===== config.mk =====
export PLATFORM = sky130hd
export DESIGN_NAME = load_use_hazard
export DESIGN_NICKNAME = d
export VERILOG_FILES = /design/src/rtl/hazard_pkg.sv /design/src/rtl/load_use_hazard_sat_counter.sv /design/src/rtl/load_use_hazard.sv
export SDC_FILE = /design/constraint.sdc
export NUM_CORES = 1
export LEC_CHECK = 0
export CAP_MARGIN = 20
export CORE_UTILIZATION = 45
export DETAILED_ROUTE_END_ITERATION = 10
export PLACE_DENSITY = 0.84
export SETUP_SLACK_MARGIN = 0.02
export SKIP_CTS_REPAIR_TIMING = 1
export SLEW_MARGIN = 20
export SYNTH_ARGS = -nofsm -noshare
export SYNTH_HDL_FRONTEND = slang
export SYNTH_SLANG_ARGS = --single-unit
export TNS_END_PERCENT = 10

===== constraint.sdc =====
create_clock -name clk -period 2.7 [get_ports clk]
set_clock_uncertainty 0.15 [all_clocks]
set_input_delay 0.27 -clock clk [delete_from_list [all_inputs] [get_ports clk]]
set_output_delay 0.27 -clock clk [all_outputs]
set_load 0.03 [all_outputs]

===== src/rtl/hazard_pkg.sv =====
// Shared types and constants for the load-use interlock.
package hazard_pkg;

  typedef enum logic [1:0] {IDLE, WAIT, FWD, DRAIN} lh_state_t;

  localparam logic [4:0] REG_X0 = '0;

  // True when a decode operand is read and names the given register.
  function automatic logic src_match(input logic uses, input logic [4:0] src,
                                     input logic [4:0] rd);
    return uses && (src == rd);
  endfunction

endpackage


===== src/rtl/load_use_hazard_sat_counter.sv =====
// Saturating up-counter with asynchronous active-high reset.
module sat_counter #(
  parameter int W = 32
) (
  input  logic         clk,
  input  logic         rst,
  input  logic         inc,
  output logic [W-1:0] cnt
);

  localparam logic [W-1:0] ONE = {{(W-1){1'b0}}, 1'b1};
  localparam logic [W-1:0] MAX = '1;

  logic [W-1:0] cnt_reg;

  always_ff @(posedge clk or posedge rst) begin
    if (rst) begin
      cnt_reg <= '0;
    end else if (inc && (cnt_reg != MAX)) begin
      cnt_reg <= cnt_reg + ONE;
    end
  end

  assign cnt = cnt_reg;

endmodule


===== src/rtl/load_use_hazard.sv =====
// Load-use interlock: stalls decode behind a load in exec until the data
// memory responds, then forwards the load word to the held instruction.
module load_use_hazard
  import hazard_pkg::*;
#(
  parameter int CNT_W = 32
) (
  input  logic             clk,
  input  logic             rst,
  input  logic             ex_valid,
  input  logic             ex_is_load,
  input  logic [4:0]       ex_rd_src,
  input  logic             dec_valid,
  input  logic [4:0]       dec_rs1_src,
  input  logic [4:0]       dec_rs2_src,
  input  logic             dec_uses_rs1,
  input  logic             dec_uses_rs2,
  input  logic             flush,
  input  logic             mem_rvalid,
  input  logic [31:0]      mem_rdata,
  output logic             dec_stall,
  output logic             ex_bubble,
  output logic             is_ld_fwd_rs1,
  output logic             is_ld_fwd_rs2,
  output logic [31:0]      ld_fwd_val,
  output logic [CNT_W-1:0] stall_cnt
);

  lh_state_t   state;
  logic [4:0]  ld_rd_q;
  logic [31:0] ld_fwd_val_reg;
  logic        hz;

  // A load writing x0 never creates a dependency, so it is excluded here.
  always_comb begin
    hz = ex_valid && ex_is_load && (ex_rd_src != REG_X0) && dec_valid && !flush &&
         (src_match(dec_uses_rs1, dec_rs1_src, ex_rd_src) ||
          src_match(dec_uses_rs2, dec_rs2_src, ex_rd_src));
  end

  always_ff @(posedge clk or posedge rst) begin
    if (rst) begin
      state          <= IDLE;
      ld_rd_q        <= REG_X0;
      ld_fwd_val_reg <= '0;
    end else begin
      case (state)
        IDLE: begin
          if (hz) begin
            ld_rd_q <= ex_rd_src;
            state   <= WAIT;
          end
        end
        WAIT: begin
          if (mem_rvalid && !flush) begin
            ld_fwd_val_reg <= mem_rdata;
            state          <= FWD;
          end else if (flush && mem_rvalid) begin
            state <= IDLE;
          end else if (flush) begin
            state <= DRAIN;
          end
        end
        FWD: begin
          if (hz) begin
            ld_rd_q <= ex_rd_src;
            state   <= WAIT;
          end else begin
            state <= IDLE;
          end
        end
        DRAIN: begin
          // The redirected load's response is still in flight; swallow it.
          if (mem_rvalid) begin
            state <= IDLE;
          end
        end
        default: state <= IDLE;
      endcase
    end
  end

  always_comb begin
    dec_stall     = 1'b0;
    ex_bubble     = 1'b0;
    is_ld_fwd_rs1 = 1'b0;
    is_ld_fwd_rs2 = 1'b0;
    case (state)
      IDLE: begin
        dec_stall = hz;
        ex_bubble = hz;
      end
      WAIT, DRAIN: begin
        dec_stall = 1'b1;
        ex_bubble = 1'b1;
      end
      FWD: begin
        dec_stall     = hz;
        ex_bubble     = hz;
        is_ld_fwd_rs1 = dec_valid && !flush && src_match(dec_uses_rs1, dec_rs1_src, ld_rd_q);
        is_ld_fwd_rs2 = dec_valid && !flush && src_match(dec_uses_rs2, dec_rs2_src, ld_rd_q);
      end
      default: begin
        dec_stall = 1'b0;
        ex_bubble = 1'b0;
      end
    endcase
  end

  assign ld_fwd_val = ld_fwd_val_reg;

  sat_counter #(
    .W(CNT_W)
  ) u_stall_cnt (
    .clk(clk),
    .rst(rst),
    .inc(dec_stall),
    .cnt(stall_cnt)
  );

endmodule


==> results_tabular.tex <==
\begin{tabular}{lr}
\hline
Metric & Value \\
\hline
\multicolumn{2}{l}{\textbf{Clock network}} \\
Buffer cell driving the clock tree root & sky130\_fd\_sc\_hd\_\_clkbuf\_8 \\
Buffer levels on the longest clock path & 2 \\
H-Tree Level Count & 3 \\
CTS tree & yes \\
Clock sinks & 71 \\
CTS buffer count & 9 \\
Clock insertion delay at the later pin of the skew report & 0.34 ns \\
Clock transition at the register clock pins on the worst setup and hold paths after CTS & 0.08 ns \\
\multicolumn{2}{l}{\textbf{Route}} \\
Number of violations reported at the end of detailed-routing iteration 0 & 90 \\
Count of vias placed by the detailed router & 2589 \\
Final ANT Viol Nets & 0 \\
Number of optimization iterations in the first detailed-route pass & 4 \\
Detailed Route WL & 7.91 mm \\
Remaining routing DRC violations & 0 \\
Routed wire length per instance & 15.4 µm \\
Detailed-route vias per instance & 5.04 \\
\multicolumn{2}{l}{\textbf{Placement}} \\
Placed standard-cell area & 4800 µm² \\
Dpl ws & 0.109 ns \\
Port bufs & 123 \\
Final HPWL DP & 5.70 mm \\
Final weighted congestion in routability-driven placement & 0.807 \\
\multicolumn{2}{l}{\textbf{Timing}} \\
Maximum clock frequency & 397 MHz \\
Number of slew-limit violations in the final report & 0 \\
Post-route setup slack & 0.181 ns \\
Post-route setup TNS & 0 ns \\
Final hold vios & 0 \\
Time the worst path needs with I/O delays and setup & 2.52 ns \\
Worst rel slew slack & 0.719 \\
Setup repair after global routing missed its margin & no \\
Count of endpoints failing setup in the final report & 0 \\
Slew at the pin with the worst max-slew slack & 0.421 ns \\
Tightest hold margin & 0.179 ns \\
Final clock period utilization by the worst path & 0.933 \\
\multicolumn{2}{l}{\textbf{Synth}} \\
Primary flip-flop cell chosen by synthesis mapping & sky130\_fd\_sc\_hd\_\_dfrtp\_1 \\
Share of the synthesized area in the top cell type & 0.513 \\
Synth top cells by count & sky130\_fd\_sc\_hd\_\_dfrtp\_1 (71), sky130\_fd\_sc\_hd\_\_mux2\_2 (29), sky130\_fd\_sc\_hd\_\_xnor2\_1 (26), sky130\_fd\_sc\_hd\_\_xor2\_1 (26), sky130\_fd\_sc\_hd\_\_nand2\_1 (18) \\
Library cells used by synthesis & 34 \\
Post-synth ARST share & 1.00 \\
Post-Syn Area per Cell & 12.3 µm² \\
Number of flip-flops and latches in the synthesized netlist & 71 \\
Number of warnings printed during yosys synthesis & 0 \\
Netlist Area Pre-Place & 3460 µm² \\
Net count after synthesis & 338 \\
Library cell with the largest summed area after synthesis & sky130\_fd\_sc\_hd\_\_dfrtp\_1 \\
Number of flops mapped to enable cells by yosys & 0 \\
Fraction of the yosys area taken by sequential cells & 0.513 \\
Most area-consuming cells after synthesis & sky130\_fd\_sc\_hd\_\_dfrtp\_1 (51\%), sky130\_fd\_sc\_hd\_\_mux2\_2 (9.4\%), sky130\_fd\_sc\_hd\_\_xnor2\_1 (6.6\%), sky130\_fd\_sc\_hd\_\_xor2\_1 (6.6\%), sky130\_fd\_sc\_hd\_\_mux2\_1 (2.9\%) \\
Most common cell in the netlist & sky130\_fd\_sc\_hd\_\_dfrtp\_1 \\
Number of instances in the synthesized netlist & 281 \\
\multicolumn{2}{l}{\textbf{Pwr}} \\
Power Internal & 1770 µW \\
Fraction of power consumed by the clock network & 0.404 \\
Reg power frac & 0.476 \\
Power Total & 2340 µW \\
Sw frac & 0.242 \\
VDD IR-drop max & 0.272 mV \\
P per Cell Area & 465 nW/µm² \\
Leakage power & 0.00233 µW \\
Power spent charging and discharging nets & 565 µW \\
Logic pwr share & 0.120 \\
\multicolumn{2}{l}{\textbf{Critical path}} \\
Critical Path Sink & is\_ld\_fwd\_rs2 \\
Worst r2r dst & u\_stall\_cnt.cnt[1]\$\_DFFE\_PP0P\_ \\
Peak fanout along the critical path & 5 \\
Worst Reg2Reg Path Length in Cells & 6 \\
Critical path arrival & 2.10 ns \\
R2r setup slk & 0.48 ns \\
Data required time at the worst endpoint & 2.28 ns \\
Setup Crit Path Kind & register to output pin \\
Critical R2R Launch & u\_stall\_cnt.cnt[14]\$\_DFFE\_PP0P\_ \\
Startpoint Class & register \\
CP Capture Type & output pin \\
First element of the critical path & state[0]\$\_DFFE\_PP0P\_ \\
\multicolumn{2}{l}{\textbf{Die}} \\
Width of the die & 89.7 µm \\
Die outline area & 8050 µm² \\
Placement row count & 31 \\
I/O pin cnt & 124 \\
Core ar. & 7330 µm² \\
Die Y & 89.7 µm \\
Effective utilization at floorplan & 0.473 \\
\multicolumn{2}{l}{\textbf{Global route}} \\
GRT Overall Usage & 0.210 \\
Wire length of the first global-routing pass & 13.5 mm \\
Maximum number of pins on one net before global-route repair & 72 \\
Number of antenna violations at the first check in global routing & 0 \\
Vias in the first global route & 2739 \\
Remaining global-route overflow & 0 \\
\multicolumn{2}{l}{\textbf{Final layout}} \\
Final instance area & 5030 µm² \\
Antenna diode instance count & 0 \\
Net count, final & 467 \\
Fraction of layout cells with a size suffix above 1 & 0.176 \\
Synth-to-layout area growth & 45.2\% \\
\multicolumn{2}{l}{\textbf{Status}} \\
Result of the run & complete, no violations \\
\multicolumn{2}{l}{\textbf{Job}} \\
Max-cap check violation count & 0 \\
\multicolumn{2}{l}{\textbf{Min path}} \\
Class of the worst hold path & input pin to async pin \\
\hline
\end{tabular}
[power by group through the flow]
| stage | Combinational [µW] | Sequential, µW | Clock, µW |
|---|---|---|---|
| after floorplan | 79.1 | 1180 | 0 |
| after global placement | 281 | 1130 | 0 |
| after detailed placement | 284 | 1130 | 0 |
| after CTS | 286 | 1110 | 966 |
| after global routing | 302 | 1120 | 1020 |
| final | 282 | 1110 | 945 |
[worst max-delay path: stages (launching register included)]
cell and delay (ns):
sky130_fd_sc_hd__dfrtp_1 0.42, sky130_fd_sc_hd__inv_1 0.17, sky130_fd_sc_hd__nand4_1 0.15, sky130_fd_sc_hd__nor4_1 0.31, sky130_fd_sc_hd__clkdlybuf4s50_1 0.73
[final cells by class]
cell class                      instances  area, µm²
Fill cell                             528       2300
Sequential cell                        71       1780
Multi-Input combinational cell        189       1570
Timing Repair Buffer                  128       1300
Clock buffer                           10        128
Tap cell                               99        124
Clock inverter                          6       93.8
Inverter                               11       41.3
[how the worst min path moves through the flow]
stage,from,end,slack (ns)
6_report,rst,ld_fwd_val[16]$_DFFE_PP0P_,0.18
2_1_floorplan,mem_rdata[10],ld_fwd_val[10]$_DFFE_PP0P_,0.25
5_1_grt,rst,ld_fwd_val[16]$_DFFE_PP0P_,0.22
3_3_place_gp,ld_fwd_val[15]$_DFFE_PP0P_,ld_fwd_val[15]$_DFFE_PP0P_,0.32
3_5_place_dp,ld_fwd_val[23]$_DFFE_PP0P_,ld_fwd_val[23]$_DFFE_PP0P_,0.33
4_1_cts,rst,ld_fwd_val[16]$_DFFE_PP0P_,0.20
[layer usage]
metal / vias to the layer above / GRT usage / part of all wire
met2: 80 / 0.363 / 0.49
met4: 0 / 0.0574 / 0.011
met5: - / 0 / 0
met3: 9 / 0.0364 / 0.047
met1: 1264 / 0.270 / 0.45
li1: 1236 / - / -
[per-stage QoR]
stage                     instances  utilization
after detailed placement        498        0.655
after floorplan                 281            -
after global placement          498        0.655
final                           514        0.686
after CTS                       514        0.685
after global routing            514        0.686
[layout by cell type, fill, tap and decap left out, drive strengths merged]
cell / n
xor2: 26
a211oi: 1
ha: 1
a21oi: 1
clkinv: 2
clkinvlp: 1
bufinv: 2
clkbuf: 10
mux2: 38
nand4: 12
buf: 5
o221ai: 1
nor4b: 3
and2: 1
dfrtp: 71
nor2: 10
xnor2: 26
a21o: 1
nand3: 12
o22ai: 1
or2: 2
clkdlybuf4s50: 121
dlymetal6s2s: 2
nor3: 14
and3: 6
nand4b: 1
nor4: 11
and4: 3
inv: 12
nand2: 18
[logic make-up (layout without fill, tap and decap cells)]
group,after synthesis,after routing,share of synthesized area
multiplexers,38,38,0.124
adder cells (fa/ha/maj),1,1,0.00361
XOR/XNOR,52,52,0.131
flip-flops,71,71,0.513
AO/OA/AOI/OAI,5,5,0.0101
buffers and inverters,21,155,0.0347
AND/OR/NAND/NOR,93,93,0.184
No activity file was read; power rests on OpenSTA's default activity.
==> patch 1: new RTL, same flow settings <==
The package constant `REG_X0` goes from '0 to 1.
--- a/src/rtl/hazard_pkg.sv
+++ b/src/rtl/hazard_pkg.sv
@@ -4,5 +4,5 @@
   typedef enum logic [1:0] {IDLE, WAIT, FWD, DRAIN} lh_state_t;
 
-  localparam logic [4:0] REG_X0 = '0;
+  localparam logic [4:0] REG_X0 = 1;
 
   // True when a decode operand is read and names the given register.
Function: changed (Yosys sat finds a counterexample within 4 cycles, from zero or initial values and one cycle with rst high).
==> patch 1 against the original RTL <==
  * Wire length up 0.42%
  * Total power up 6.4%
  * Sequential cell count unchanged
  * Worst hold slack worse by 0.0012 ns
  * Final area down 3.2%
  * Worst setup slack better by 0.17 ns
  * Clock power down 1%
  * Critical path depth up 3
  * Largest power group unchanged
  * Synthesized area down 5.5%
  * Sequential share of layout area up 1.2 points
  * Count of clock-buffer cells in the layout up 1
  * Non-clock buffer count up 1
==> patch 1: results (changes against the original RTL) <==
[yosys]
synth_flop_cell = dfrtp_1  ; unchanged
synthesis.nets = 324  ; was 338
syn_inst = 267  ; was 281
async_reset_ff_frac = 1.000  ; unchanged
synth_area_leaders = dfrtp_1 53%, mux2_2 13%, xnor2_1 12%  ; was dfrtp_1 51%, mux2_2 9.4%, xnor2_1 6.6%
ys_top_cells_by_count = 70 x dfrtp_1, 45 x xnor2_1, 38 x mux2_2  ; was 71 x dfrtp_1, 29 x mux2_2, 26 x xnor2_1, 26 x xor2_1, 18 x nand2_1
yosysSeqAreaShare = 0.5430  ; was 0.5128
ys.warnings.count = 0  ; unchanged
ys_types = 31  ; was 34

[detailed_routing]
wl_per_cell_um = 16.02  ; was 15.40 µm
drt_iter0_markers = 95  ; was 90
drt_wl_total_um = 7947  ; was 7914 µm
routed_via_density = 5.181  ; was 5.037
firstDrtPassIters = 4  ; unchanged

[layout]
diodes = 0  ; unchanged
final_nets = 452  ; was 467
fillers = 510  ; was 528
drive_above_1_share = 0.1600  ; was 0.1759

[global_route]
antenna_found_initial = 0  ; unchanged
grt_pass1_wl_um = 12740  ; was 13520 µm
grt_pass1_vias = 2590  ; was 2739
grt_max_degree = 72  ; unchanged
grtUsageTotal = 0.2204  ; was 0.2096

[clock_network]
cts_root_buf = clkbuf_8  ; unchanged
clkSlewWorstSetupHoldPaths_ns = 0.08  ; about the same
clk_latency_ns = 0.34  ; about the same
cts.path.max_buffers = 2  ; unchanged
htree_levels = 3  ; unchanged
cts-buffers-inserted = 9  ; unchanged

[setup_path]
path_max_fanout = 4  ; was 5
r2r_cells = 6  ; unchanged
arrival_ns = 1.93  ; was 2.10 ns

[power_and_ir_drop]
peakVddDrop_mv = 0.3400  ; was 0.2721 mV
p_leak_nw = 2.132  ; was 2.326 nW

[run_status]
status = finished clean  ; unchanged

[placed_design]
placedCellCount = 480  ; was 498
hpwl_um = 5830  ; was 5705 µm
gp_congestion = 0.9265  ; was 0.8068
port_buffers = 123  ; unchanged

[timing]
slew_violations = 0  ; unchanged
tightest_slew_ns = 0.5036  ; was 0.4205 ns

[min_path]
hold_class = in2async  ; unchanged

==> patch 1: path summary, 6_finish.rpt <==
path,startpoint,end,slack [ns]
setup reg to reg,u_stall_cnt.cnt[2],u_stall_cnt.cnt[28],0.39
max in group asynchronous,rst,ld_rd_q[0],1.88
min in group clk,u_stall_cnt.cnt[30],u_stall_cnt.cnt[30],0.34
hold / removal,rst,u_stall_cnt.cnt[16],0.18
hold reg to reg,u_stall_cnt.cnt[30],u_stall_cnt.cnt[30],0.34
setup / recovery,ex_rd_src[2],dec_stall,0.35
==> patch 1: report_power, final <==
part           total (mW)  switching [mW]  internal (mW)
clock               0.931           0.386          0.546
sequential           1.15          0.0373           1.12
combinational       0.404           0.192          0.212
==> patch 1: per-layer routing <==
layer  track usage  up-vias  wire (µm)
li1              -     1206          -
met1        0.2859     1238       3483
met2        0.3516      114       3670
met3       0.06919       12        677
met4       0.07154        0        116
met5             0        -          0
==> patch 1: layout make-up <==
type	instances	share of cell area
Inverter	3	0.002312
Clock inverter	5	0.01670
Sequential cell	71	0.3650
Timing Repair Buffer	129	0.2692
Tap cell	96	0.02466
Clock buffer	11	0.02903
Multi-Input combinational cell	181	0.2931
==> patch 1: logic make-up after synthesis <==
kind of cell    count (synthesis)  share of synthesized area
simple gates                   85                     0.1509
flops                          71                     0.5430
xor+xnor                       52                     0.1391
mux                            38                     0.1307
buf+inv                        15                    0.02101
compound gates                  5                    0.01146
fa+ha+maj                       1                   0.003821
==> patch 1: per-stage QoR <==
step / instance area, µm² / setup slack (ns) / setup TNS, ns / hold slack [ns] / power (mW)
after global placement: 4638 / 0.07386 / 0 / 0.3287 / 1.572
after CTS: 4861 / -0.003985 / -0.006652 / 0.2024 / 2.510
after detailed placement: 4638 / -0.001611 / -0.001905 / 0.3371 / 1.580
final: 4871 / 0.3502 / 0 / 0.1779 / 2.489
after global routing: 4871 / 0.2414 / 0 / 0.2053 / 2.595
after floorplan: 3274 / 0.4678 / 0 / 0.2164 / 1.363
==> patch 1: critical path: stages <==
cell	delay, ns
clkdlybuf4s50_1	0.57
xnor2_1	0.16
nand4_1	0.16
o22ai_1	0.24
nand2_1	0.09
nand2_1	0.13
dlymetal6s2s_1	0.31
==> patch 2: new RTL, same flow settings <==
Without the edit above. Register the output `stall_cnt`, without a reset; this adds one clock of latency there. The other outputs are not delayed to match.
--- a/src/rtl/load_use_hazard.sv
+++ b/src/rtl/load_use_hazard.sv
@@ -26,4 +26,6 @@
   output logic [CNT_W-1:0] stall_cnt
 );
+
+  logic [CNT_W-1:0] stall_cnt_d;
 
   lh_state_t   state;
@@ -116,6 +118,10 @@
     .rst(rst),
     .inc(dec_stall),
-    .cnt(stall_cnt)
+    .cnt(stall_cnt_d)
   );
+
+  always_ff @(posedge clk) begin
+    stall_cnt <= stall_cnt_d;
+  end
 
 endmodule
Function: changed (a bounded check fails within 4 cycles, from zero or initial values and one cycle with rst high).
==> patch 2 against the original RTL <==
  * Wire length is 5.3% higher
  * Synthesized area is 13% higher
  * Total power is 37% higher
  * Final area is 12% higher
  * Non-clock buffer count is 12 higher
  * Worst setup slack worse by 0.11 ns
  * Global-route usage is 1.8 points lower
  * Core utilization is 1.2 points lower
  * Sequential cell count is 32 higher
  * Synthesized cell count is 9.3% higher
  * Critical path type is now in2out
  * Critical endpoint is now dec_stall
  * Largest cell class unchanged
==> patch 2: results (changes against the original RTL) <==
[power_and_ir_drop]
p_leak_nw = 2.555  ; was 2.326 nW
peakVddDrop_mv = 0.5375  ; was 0.2721 mV
power.density_nw_per_um2 = 569.5  ; was 465.1 nW/µm²
power_frac_comb = 0.153  ; was 0.120
p_clk_mw = 1.04  ; was 0.945 mW
p_int_mw = 2.401  ; was 1.774 mW

[detailed_routing]
via_count = 2797  ; was 2589
drt_wl_total_um = 8331  ; was 7914 µm
drt_iter0_markers = 83  ; was 90

[setup_path]
rr_startpoint = u_stall_cnt.cnt[3]  ; was u_stall_cnt.cnt[14]
r2r_cells = 7  ; was 6
crit_start = ex_rd_src[1]  ; was state[0]
arrival_ns = 2.21  ; was 2.10 ns
path_max_fanout = 4  ; was 5
max_stage_delay_ns = 0.58  ; was 0.73 ns

[layout]
diodes = 0  ; unchanged
finalNonFillerCells = 561  ; was 514
final_nets = 508  ; was 467

[yosys]
ys_types = 36  ; was 34
synthXorXnorAreaFrac = 0.1160  ; was 0.1315
synth_mux_area_frac = 0.1090  ; was 0.1235
syn_inst = 307  ; was 281
synth_area_leaders = dfrtp_1 45%, dfxtp_1 16%, mux2_2 11%  ; was dfrtp_1 51%, mux2_2 9.4%, xnor2_1 6.6%
ys_top_cells_by_count = 71 x dfrtp_1, 38 x mux2_2, 32 x dfxtp_1  ; was 71 x dfrtp_1, 29 x mux2_2, 26 x xnor2_1, 26 x xor2_1, 18 x nand2_1
synthAdderAreaFrac = 0.003187  ; was 0.003611
synthesis.nets = 364  ; was 338
synth_compound_area_frac = 0.01721  ; was 0.01011

[placed_design]
place_area_um2 = 5403  ; was 4803 µm²
dp_slack_ns = -0.2827  ; was 0.1093 ns
placedCellCount = 545  ; was 498
hpwl_um = 6259  ; was 5705 µm

[clock_network]
clk_latency_ns = 0.36  ; was 0.34 ns
clkSlewWorstSetupHoldPaths_ns = 0.10  ; was 0.08 ns

[global_route]
grtUsageTotal = 0.1915  ; was 0.2096
grt_pass1_wl_um = 13100  ; was 13520 µm

[timing]
tightest_slew_ns = 0.6708  ; was 0.4205 ns

[run_status]
status = finished clean  ; unchanged

patch 2: cell count changes in the layout (fill, tap and decap cells not counted), moves of 4 or more:
| cell | unedited run | this run |
|---|---|---|
| dfxtp_1 | 0 | 32 |
| buf_4 | 3 | 15 |
| mux2_1 | 9 | 0 |
| mux2_2 | 29 | 38 |
| nor4_1 | 2 | 9 |
| nor4_2 | 7 | 0 |
| nor2_1 | 10 | 16 |
| and3_1 | 6 | 1 |
| nor3_2 | 5 | 0 |
| xnor2_1 | 26 | 21 |
| xor2_1 | 26 | 31 |
| nor3_1 | 9 | 13 |
patch 2: layout make-up:
type / count / share of cell area
timing repair buffer: 140 / 0.2457
inverter: 8 / 0.005342
clock inverter: 6 / 0.01669
tap: 105 / 0.02337
clock buffer: 10 / 0.02270
sequential: 103 / 0.4300
multi-input combinational: 189 / 0.2562
patch 2: path summary, 6_finish.rpt:
check / to / slack (ns)
worst max register to register: u_stall_cnt.cnt[21] / 0.46
min in group clk: stall_cnt[20] / 0.26
worst max-delay path: dec_stall / 0.07
max in group asynchronous: ld_rd_q[3] / 1.58
worst min register to register: stall_cnt[20] / 0.26
worst min-delay path: ld_fwd_val[9] / 0.16
patch 2: per-layer routing:
metal | global-route usage | vias up | wire length, µm | share of wire
met3 | 0.03668 | 7 | 616 | 0.074
li1 | - | 1350 | - | -
met5 | 0 | - | 0 | 0
met1 | 0.2387 | 1326 | 3581 | 0.43
met4 | 0.07587 | 0 | 102 | 0.012
met2 | 0.3274 | 114 | 4031 | 0.48
patch 2: worst max-delay path: cells and delay by family:
kind | cells | cell delay, ns
buffers and inverters | 4 | 0.91
AOI/OAI and AO/OA | 2 | 0.45
and+or+nand+nor | 1 | 0.58
